==> src/rtl/branch_resolve.sv <==
// branch_resolve: carries prediction metadata IF->ID->EX, resolves branches, drives predictor update and redirect
module branch_resolve #(
  parameter int ENTRYNUM = 8,
  localparam int HW = $clog2(ENTRYNUM)
) (
  input  logic          clk,
  input  logic          rst_n,
  input  logic          stall,
  input  logic          if_valid,
  input  logic [31:0]   if_pc,
  input  logic [31:0]   if_pc_pre,
  input  logic          if_hit,
  input  logic [HW-1:0] if_hitpos,
  input  logic          ex_branch,
  input  logic          ex_taken,
  input  logic [31:0]   ex_target,
  output logic [31:0]   pc_ex,
  output logic [31:0]   pc_npc,
  output logic [HW-1:0] hitpos_ex,
  output logic          hit_ex,
  output logic          preright_ex,
  output logic          branch_ex,
  output logic          redirect,
  output logic [31:0]   redirect_pc,
  output logic          ex_valid,
  output logic [31:0]   cnt_branch,
  output logic [31:0]   cnt_mispred
);
  logic          id_valid, id_hit, ex_hit, mis, q;
  logic [31:0]   id_pc, id_pc_pre, ex_pc_pre;
  logic [HW-1:0] id_hitpos;
  always_comb begin
    pc_npc      = (ex_branch & ex_taken) ? ex_target : pc_ex + 32'd1;
    mis         = ex_valid & (pc_npc != ex_pc_pre);
    q           = ex_valid & ~stall;
    branch_ex   = q & ex_branch;
    hit_ex      = q & ex_hit;
    preright_ex = ~mis;
    redirect    = q & mis;
    redirect_pc = pc_npc;
  end
  always_ff @(posedge clk) begin
    if (!rst_n) begin
      id_valid    <= 1'b0;
      id_pc       <= '0;
      id_pc_pre   <= '0;
      id_hit      <= 1'b0;
      id_hitpos   <= '0;
      ex_valid    <= 1'b0;
      pc_ex       <= '0;
      ex_pc_pre   <= '0;
      ex_hit      <= 1'b0;
      hitpos_ex   <= '0;
      cnt_branch  <= '0;
      cnt_mispred <= '0;
    end else if (!stall) begin
      id_valid    <= if_valid & ~redirect;
      id_pc       <= if_pc;
      id_pc_pre   <= if_pc_pre;
      id_hit      <= if_hit;
      id_hitpos   <= if_hitpos;
      ex_valid    <= id_valid & ~redirect;
      pc_ex       <= id_pc;
      ex_pc_pre   <= id_pc_pre;
      ex_hit      <= id_hit;
      hitpos_ex   <= id_hitpos;
      cnt_branch  <= cnt_branch + {31'd0, branch_ex};
      cnt_mispred <= cnt_mispred + {31'd0, redirect};
    end
  end
endmodule
==> config.mk <==
export PLATFORM = sky130hd
export DESIGN_NAME = branch_resolve
export DESIGN_NICKNAME = d
export VERILOG_FILES = /design/src/rtl/branch_resolve.sv
export SDC_FILE = /design/constraint.sdc
export NUM_CORES = 1
export LEC_CHECK = 0
export CAP_MARGIN = 20
export CELL_PAD_IN_SITES_DETAIL_PLACEMENT = 1
export CELL_PAD_IN_SITES_GLOBAL_PLACEMENT = 1
export CORE_MARGIN = 4
export CORE_UTILIZATION = 37
export DETAILED_ROUTE_END_ITERATION = 8
export GPL_TIMING_DRIVEN = 0
export PLACE_DENSITY_LB_ADDON = 0.1
export SYNTH_ARGS = -nofsm -noshare
export SYNTH_HDL_FRONTEND = slang
export SYNTH_SLANG_ARGS = --single-unit
==> constraint.sdc <==
create_clock -name clk -period 5.4 [get_ports clk]
set_clock_uncertainty 0.05 [all_clocks]
set_input_delay 1.08 -clock clk [delete_from_list [all_inputs] [get_ports clk]]
set_output_delay 1.08 -clock clk [all_outputs]
set_load 0.01 [all_outputs]
After elaboration in Yosys (flattened, before gate mapping) --
Index checks and enable logic that the tools add are counted.
Storage, ports and cells: logic and storage cells 28, register bits 202, output and inout port bits 168, bits of input ports 106
Cells by class: mux-type cells 1, bitwise logic cells 11, add/sub/neg operators 3, eq/ne operators 1
Operator list (number):
- $add A32 B1 Y32 | 2
- $add A32 B1 Y32 const B | 1
- $mux W32 | 1
- $ne A32 B32 Y1 | 1
- $and A1 B1 Y1 | 8
- $not A1 Y1 | 3

Longest topological paths before layout --
depth in word-level cells 7, mapped depth 19, mapped depth without buffers 18

Worst setup path after synthesis --
No wires, ideal clock.
kind register to register, from register pc_ex[7], to register cnt_mispred[28], data arrival time 4.497 ns, slack 0.738 ns, library setup time 0.115 ns, stages on the path, launching flop included 20, required time 5.235 ns, buffers on the path 2, cells stage by stage dfxtp_1 buf_4 nand4_1 or4_1 clkbuf_2 or4_4 a31oi_2 xor2_1 nor4_1 nand4b_2 and2_1 ha_1 ha_1 nand2b_1 nor2_1 nand4_1 nor4_1 nand4_1 xnor2_1 and2_1
Between the ends: word-level cells in the longest chain between the ends 6
Ends and longest elaborated chain:
- start: declaration | line 17 | output logic [31:0] pc_ex,
- start signal: assignment | line 63 | pc_ex <= id_pc;
- $add A32 B1 Y32 | line 33 | pc_npc = (ex_branch & ex_taken) ? ex_target : pc_ex + 32'd1;
- $mux W32 | line 33
- named net pc_npc[23] | line 18 | output logic [31:0] pc_npc,
- $ne A32 B32 Y1 | line 34 | mis = ex_valid & (pc_npc != ex_pc_pre);
- $and A1 B1 Y1 | line 34
- $and A1 B1 Y1 | line 39 | redirect = q & mis;
- named net redirect | line 23 | output logic redirect,
- $add A32 B1 Y32 | line 68 | cnt_mispred <= cnt_mispred + {31'd0, redirect};
- end signal: assignment | line 68
- end: declaration | line 27 | output logic [31:0] cnt_mispred
The timed path passes the listed nets, and every way through them passes these cells. A chain may end at the register's enable or synchronous reset.

Worst setup path in the final report --
from register pc_ex[11], to output preright_ex
Between the ends: word-level cells in the longest chain between the ends 5
Ends and longest elaborated chain:
- $add A32 B1 Y32 | line 33
- $mux W32 | line 33
- $ne A32 B32 Y1 | line 34
- $and A1 B1 Y1 | line 34
- $not A1 Y1 | line 38 | preright_ex = ~mis;
- end: declaration | line 21 | output logic preright_ex,
Every way passes these cells.

==> results.json <==
{
  "nets": 1567,
  "areaGrowthSynthToFinish_pct": 39.4,
  "vias": 9417,
  "finalCoreUtilization_pct": 52.6,
  "syn_area_um2": 10600,
  "avgViaCountPerCell": 5.09,
  "ys_ff_latch": 202,
  "reg2reg_depth": 19,
  "hold_path_depth": 2,
  "synth_edf_count": 0,
  "period_needed_ps": 5210,
  "peakVddDrop_mv": 0.239,
  "internal-power_uw": 2740,
  "clock_latency_ps": 510,
  "worstPathMaxFanout": 10,
  "drt_first_iter_violations": 437,
  "synth_top_area_share_pct": 38.2,
  "fp-row-count": 61,
  "gp_congestion": 0.919,
  "worstPathRequired_ps": 4270,
  "cts_tree": "done",
  "cts.path.max_buffers": 3,
  "numCtsBuffers": 24,
  "fp.dieH_um": 177,
  "crit_arrival_ps": 4080,
  "cap_violations": 0,
  "grt_pass1_vias": 9682,
  "cts.sinks": 202,
  "ys_seq_area_share_pct": 38.2,
  "worst_pin_slew_ps": 1180,
  "syn_avg_cell_area_um2": 9.19,
  "die_area_um2": 31400,
  "clk_pin_slew_ps": 60,
  "ant_nets": 0,
  "timing.rr.end": "cnt_mispred[29]",
  "h-tree-depth": 1,
  "reg2reg_from": "pc_ex[11]",
  "fillers": 3228,
  "end_kind": "primary output",
  "drive_gt1_share_pct": 8.17,
  "rsz0062_at_grt": "no",
  "avgRoutedWirePerCell_um": 20.0,
  "fin_tns_setup_ps": 0,
  "start_util_pct": 37.8,
  "track_usage_pct": 22.7,
  "antenna_found_initial": 2,
  "hold_path.class": "reg2reg",
  "fp.dieW_um": 177,
  "hold_viol": 0,
  "drt_wl_total_um": 37000,
  "cts.root.buffer_cell": "clkbuf_16",
  "r2r_slack_ps": 520,
  "grt.overflow.total": 0,
  "syn_inst": 1151,
  "synth.distinct_cells": 68,
  "drv_slew": 0,
  "synthFlopType": "dfxtp_1",
  "setup_viol_count_final": 0,
  "cellPowerDensity_nw_per_um2": 248,
  "grt_pass1_wl_um": 56100,
  "slew_headroom_pct": 21.3,
  "dpl.hpwl_um": 28900,
  "drc": 0,
  "hold_end": "ex_valid",
  "yosys.area.top_type": "dfxtp_1",
  "crit_type": "reg2out",
  "min_from": "id_valid",
  "p_clk_share_pct": 42.0,
  "pwr-share-comb_pct": 14.6,
  "drt_pass1_iterations": 4,
  "coreArea_um2": 28000,
  "ioPinCount": 274,
  "syn_nets": 1262,
  "yosys_warnings": 0,
  "p_sw_uw": 904,
  "grt_max_degree": 12,
  "fmax_ghz": 0.192,
  "io_buffers": 271,
  "seqPwrFrac_pct": 43.5,
  "ys_async_sr_fraction_pct": 0,
  "start_kind": "register",
  "leakagePower_uw": 0.00574,
  "switching_share_pct": 24.8,
  "synth_area_leaders": "dfxtp_1 (38%), mux2i_1 (14%), nor2b_1 (8.9%)",
  "fin_crit_sh_pct": 96.5,
  "status": "finished, final reports clean",
  "holdWs_ps": 454
}
## cells in the mapped netlist (all sizes together), types with 4 or more instances
| master | number |
|---|---|
| o31ai | 4 |
| and2 | 59 |
| clkbuf | 44 |
| nor3 | 14 |
| nand4 | 36 |
| buf | 54 |
| and4 | 8 |
| inv | 19 |
| a21boi | 8 |
| nand3 | 34 |
| a21oi | 18 |
| nor4 | 12 |
| nand2b | 7 |
| or3 | 12 |
| mux2i | 145 |
| xnor2 | 76 |
| or4 | 5 |
| o21ai | 37 |
| a31oi | 5 |
| xor2 | 39 |
| and3 | 14 |
| ha | 5 |
| nor2b | 151 |
| nor2 | 30 |
| nand2 | 62 |
| dfxtp | 202 |
## state kept, by name (all words and copies together), names as in the netlist
name / count
cnt_branch: 32
ex_hit: 1
id_hit: 1
ex_pc_pre: 32
pc_ex: 32
id_pc_pre: 32
ex_valid: 1
id_valid: 1
id_hitpos: 3
hitpos_ex: 3
id_pc: 32
cnt_mispred: 32
## placed cells by master (no fill, tap or decap), types with 34 or more instances in the layout
cell type	netlist	routed
xnor2_1	76	76
and2_1	59	58
clkdlybuf4s50_1	0	269
nand2_1	62	61
dfxtp_1	202	194
mux2i_1	145	145
xor2_1	39	38
o21ai_0	35	34
nor2b_1	151	151
clkbuf_1	42	43
buf_4	34	44
nand4_1	35	35
nand3_1	34	34
## timing repair
| item | 4_1_cts | 5_1_grt |
|---|---|---|
| hold buffers | 0 | 0 |
| pin swaps | 3 | 5 |
| gates resized for setup | 18 | 25 |
| buffers inserted | 1 | 8 |
| setup endpoints to repair | 11 | 25 |
| gates cloned | 0 | 0 |
## logic make-up (layout without fill, tap and decap cells)
group	count (synthesis)	count (layout)	share of synthesized area [%]
compound gates	106	106	6.64
other cells	0	3	0
simple gates	457	457	25.2
buf+inv	117	435	5.43
flops	202	202	38.2
xor+xnor	117	117	9.96
fa+ha+maj	5	5	0.592
mux	147	147	13.9
## worst max-delay path, cell delays in order, from the launching register on
cell and delay [ps]:
dfxtp_1 420, buf_6 180, nand3_1 150, or4_1 490, buf_2 200, or4_4 550
a31oi_4 230, xor2_2 170, nor4_4 350, nand4b_4 200, nand2_1 110, clkdlybuf4s50_1 530
## worst max path at each step
stage / from / endpoint / slack (ps) / cells after the start
CTS: ex_branch / cnt_mispred[29] / 9 / 16
global route: pc_ex[7] / preright_ex / 80 / 11
global placement: ex_branch / cnt_mispred[28] / -860 / 17
finish: pc_ex[11] / preright_ex / 190 / 11
detailed placement: ex_branch / cnt_mispred[28] / -810 / 17
floorplan: pc_ex[7] / cnt_mispred[28] / 740 / 19
## routing by layer
layer / GRT usage [%] / routed length (µm) / part of all wire (%) / vias to the layer above
met4: 5.22 / 771 / 2.1 / 0
met3: 4.27 / 2170 / 5.9 / 48
met5: 0 / 0 / 0 / -
li1: - / - / - / 4544
met1: 30.8 / 16700 / 45 / 4581
met2: 37.7 / 17400 / 47 / 244
## per-stage QoR
stage,worst slack [ps],cells,total power [µW],instance area [µm²]
6_report,188,1850,3650,14700
5_1_grt,75.2,1849,3800,14700
4_1_cts,8.89,1839,3690,14600
3_5_place_dp,-813,1800,2140,13800
3_3_place_gp,-856,1800,2130,13800
2_1_floorplan,738,1151,1870,10600
## layout make-up
| type | count | area [µm²] | share of cell area (%) |
|---|---|---|---|
| inverters | 19 | 71.3 | 0.484 |
| multi-input cells | 832 | 6080 | 41.3 |
| repair buffers | 280 | 2790 | 18.9 |
| clock inverters | 3 | 18.8 | 0.127 |
| diodes | 3 | 7.51 | 0.0509 |
| clock buffers | 36 | 727 | 4.93 |
| well taps | 378 | 473 | 3.21 |
| flip-flops and latches | 202 | 4050 | 27.5 |
| plain buffers | 97 | 518 | 3.51 |
## power groups by stage
stage / sequential [µW] / clock, µW / combinational [µW]
after floorplan: 1600 / 0 / 263
after global placement: 1620 / 0 / 509
after detailed placement: 1620 / 0 / 517
after CTS: 1590 / 1580 / 527
after global routing: 1590 / 1640 / 570
final: 1590 / 1530 / 531
Power figures use the tool's default switching activity.
==> variant 1: new RTL, same flow settings <==
Set the parameter `ENTRYNUM` to 4 (it was 8).
--- a/src/rtl/branch_resolve.sv
+++ b/src/rtl/branch_resolve.sv
@@ -1,6 +1,6 @@
 // branch_resolve: carries prediction metadata IF->ID->EX, resolves branches, drives predictor update and redirect
 module branch_resolve #(
-  parameter int ENTRYNUM = 8,
+  parameter int ENTRYNUM = 4,
   localparam int HW = $clog2(ENTRYNUM)
 ) (
   input  logic          clk,
Ports: changed (resized hitpos_ex and if_hitpos); port bits go from 274 to 272. The function was not compared with the original's and may differ.
==> variant 1 against the unedited design <==
First-iteration DRC count up 16%. Area after synthesis up 0.28%. Cell count up 0.27%. Cell area up 0.31%. Worst setup slack worse by 140 ps. Count of clock-buffer cells in the layout down 18. Fmax down 2.6%. Sequential cell count down 2. Die area up 0.27%. Total power down 5.2%. Routed wire length up 1.1%. Sequential share of layout area down 0.31 points. Critical path type unchanged.
==> variant 1: results <==
global_route:
  grt_util_met3_pct: 4.79
  grt_max_degree: 22
  met1_usage_pct: 31.3
layout:
  fin_util_pct: 52.8
  final_cells: 1855
  drive_gt1_share_pct: 9.09
  clock_buffers: 18
  buffer_area_share_pct: 22.5
  final_nets: 1571
  nNonClkBuffers: 378
  fill_cells: 3231
synth:
  synth_area_leaders: "dfxtp_1 38%, mux2i_1 13%, nor2b_1 8.5%, xnor2_1 5.7%, and2_1 3.2%"
  seq_area_frac_synth_pct: 37.8
  synth-seq-cells: 200
  synth-adder-area-share_pct: 0.590
  synth_xor_area_share_pct: 8.78
  syn_area_per_cell_um2: 9.08
  synth-compound-area-share_pct: 8.09
  postSynthNetCount: 1278
detailed_routing:
  met3_length_um: 2050
  drt-pass1-iter-count: 5
  drt-wirelength-per-cell_um: 20.2
outcome:
  outcome: "completed"
clocking:
  cts_buffers: 17
  insertion_delay_ps: 450
  clk_path_buf_depth: 2
  post_cts_buffers: 3
  cts_resized: 25
worst_setup_path:
  ff2ff_path_depth: 21
  crit_slowest_cell: "or4_1"
placed_design:
  gp_congestion: 0.954
[variant 1: cells by family (layout without fill, tap and decap cells)]
| logic type | after synthesis | after routing |
|---|---|---|
| and+or+nand+nor | 466 | 466 |
| buffers and inverters | 129 | 435 |
| DFF | 200 | 200 |
| adders and majority gates | 5 | 5 |
| other | 0 | 3 |
| AOI/OAI and AO/OA | 124 | 124 |
| xor gates and xnor gates | 103 | 103 |
| muxes | 141 | 141 |
[variant 1: worst max path at each step]
stage / to / slack, ps / depth (start not counted)
3_5_place_dp: cnt_mispred[30] / -1670 / 21
2_1_floorplan: cnt_mispred[30] / 580 / 20
3_3_place_gp: cnt_mispred[30] / -1650 / 21
6_report: redirect / 50 / 12
5_1_grt: redirect / -50 / 12
4_1_cts: redirect / -60 / 11
[variant 1: power by group]
| part | internal (W) | switching (W) |
|---|---|---|
| Combinational | 0.000296 | 0.000248 |
| Clock | 0.000643 | 0.000700 |
| Sequential | 0.00152 | 0.0000490 |
==> variant 2: new RTL, same flow settings <==
Made on the original files. Reset style: asynchronous (`rst_n`), changed in one clocked block.
--- a/src/rtl/branch_resolve.sv
+++ b/src/rtl/branch_resolve.sv
@@ -39,7 +39,7 @@
     redirect    = q & mis;
     redirect_pc = pc_npc;
   end
-  always_ff @(posedge clk) begin
+  always_ff @(posedge clk or negedge rst_n) begin
     if (!rst_n) begin
       id_valid    <= 1'b0;
       id_pc       <= '0;
Behaviour: differs if rst_n is asserted again (counterexample within 4 cycles, from zero or initial values and one cycle with rst_n low); with rst_n held inactive, the same outputs for 4 cycles.
==> variant 2 against the unedited design <==
Routed wire length grew 0.88%. Worst hold slack lost 35 ps. Core utilization shrank 0.68 points. Critical path depth is the same. Sequential cell count is the same. Die area grew 1.5%. Worst setup slack lost 190 ps. Cell area grew 1.2%. Sequential share of layout area grew 6.4 points. Area after synthesis grew 1.5%. Critical path type is now in -> out.
Power is not compared: it rests on default switching activity, and its combinational part moved more than twofold at a synthesized area within 25%.
==> variant 2: results <==
synth:
  synth_top_flop_cell: "dfrtp_1"
  synth-async-reset-ratio_pct: 100
  synth_common_cells: "202 x dfrtp_1, 144 x mux2_2, 79 x nand2_1"
  synth.distinct_cells: 65
  postSynthNetCount: 1098
  seq_area_frac_synth_pct: 47.1
  syn_area_per_cell_um2: 10.9
  synth_area_leaders: "dfrtp_1 47%, mux2_2 15%, xnor2_1 5.6%, xor2_1 3.8%, nand2_1 2.8%"
global_route:
  grt_util_met3_pct: 4.56
  use_met2_pct: 37.4
  grt_pass1_wl_um: 57000
  met1_usage_pct: 32.5
  antenna_found_initial: 0
  grt_max_degree: 108
  gr-usage-all-layers_pct: 23.2
  grt_pass1_vias: 9412
detailed_routing:
  num_vias: 8934
  wl_met1_um: 16700
  drtIter0Drc: 625
  met3_length_um: 2570
  wl_met2_um: 17300
  drt-pass1-iter-count: 5
  vias_per_cell: 5.30
  drt-wirelength-per-cell_um: 22.1
  highest_layer: "met4"
layout:
  diodes: 0
  final_nets: 1396
  stdcell_area_um2: 14900
  drive_gt1_share_pct: 21.0
clocking:
  insertion_delay_ps: 530
placed_design:
  portBuffers: 273
  hpwl_um: 28700
  dp_cells: 1645
  dp_slack_ps: -1630
  place_area_um2: 14000
  gp_congestion: 0.912
timing:
  maxSlewHeadroom_pct: 39.5
pwr:
  swShare_pct: 29.9
worst_setup_path:
  critPathArrivalTime_ps: 4270
  slowest_delay_ps: 550
  crit_fanout: 10
outcome:
  outcome: "completed"
-- variant 2: path summary, 6_finish.rpt --
| kind | start | to | slack (ps) | cells after the start |
|---|---|---|---|---|
| worst min register to register | cnt_mispred[31] | cnt_mispred[31] | 420 | 1 |
| worst max-delay path | ex_taken | redirect | 0.5 | 11 |
| max in group asynchronous | rst_n | cnt_branch[5] | 3820 | 2 |
| worst min-delay path | cnt_mispred[31] | cnt_mispred[31] | 420 | 1 |
| worst max register to register | pc_ex[4] | cnt_mispred[29] | 350 | 19 |
| min in group asynchronous | rst_n | pc_ex[5] | 500 | 1 |
-- variant 2: power by group through the flow --
stage                     Sequential [W]  Combinational (W)  Clock, W
final                            0.00185            0.00124   0.00167
after global routing             0.00187            0.00133   0.00177
after CTS                        0.00184            0.00125   0.00172
after detailed placement         0.00185            0.00125         0
after global placement           0.00185            0.00123         0
after floorplan                  0.00183           0.000605         0
-- variant 2: repair_timing --
| action | CTS | global route |
|---|---|---|
| resized for setup | 39 | 6 |
| setup endpoints to repair | 86 | 8 |
| buffers inserted | 3 | 0 |
| pin swaps | 7 | 0 |
-- variant 2: final cells by class --
type	count	area, µm²
clock buffer	33	704
sequential	202	5060
tap	384	480
timing repair buffer	277	2780
fill	3126	13800
inverter	17	63.8
clock inverter	11	119
buffer	80	458
multi-input combinational	683	5240
-- variant 2: cell families (layout without fill, tap and decap cells) --
logic type	Yosys count	count (layout)	share of synthesized area, %
adder cells (fa/ha/maj)	5	5	0.583
buffers and inverters	102	418	4.89
flip-flops	202	202	47.1
AND/OR/NAND/NOR	303	303	15.4
multiplexers	149	149	15.6
AO/OA/AOI/OAI	110	110	7.02
XOR/XNOR	116	116	9.46
-- variant 2: worst max-delay path, delay by kind of cell --
kind	cells	cell delay [ps]
buf+inv	3	850
simple gates	5	1710
compound gates	3	630
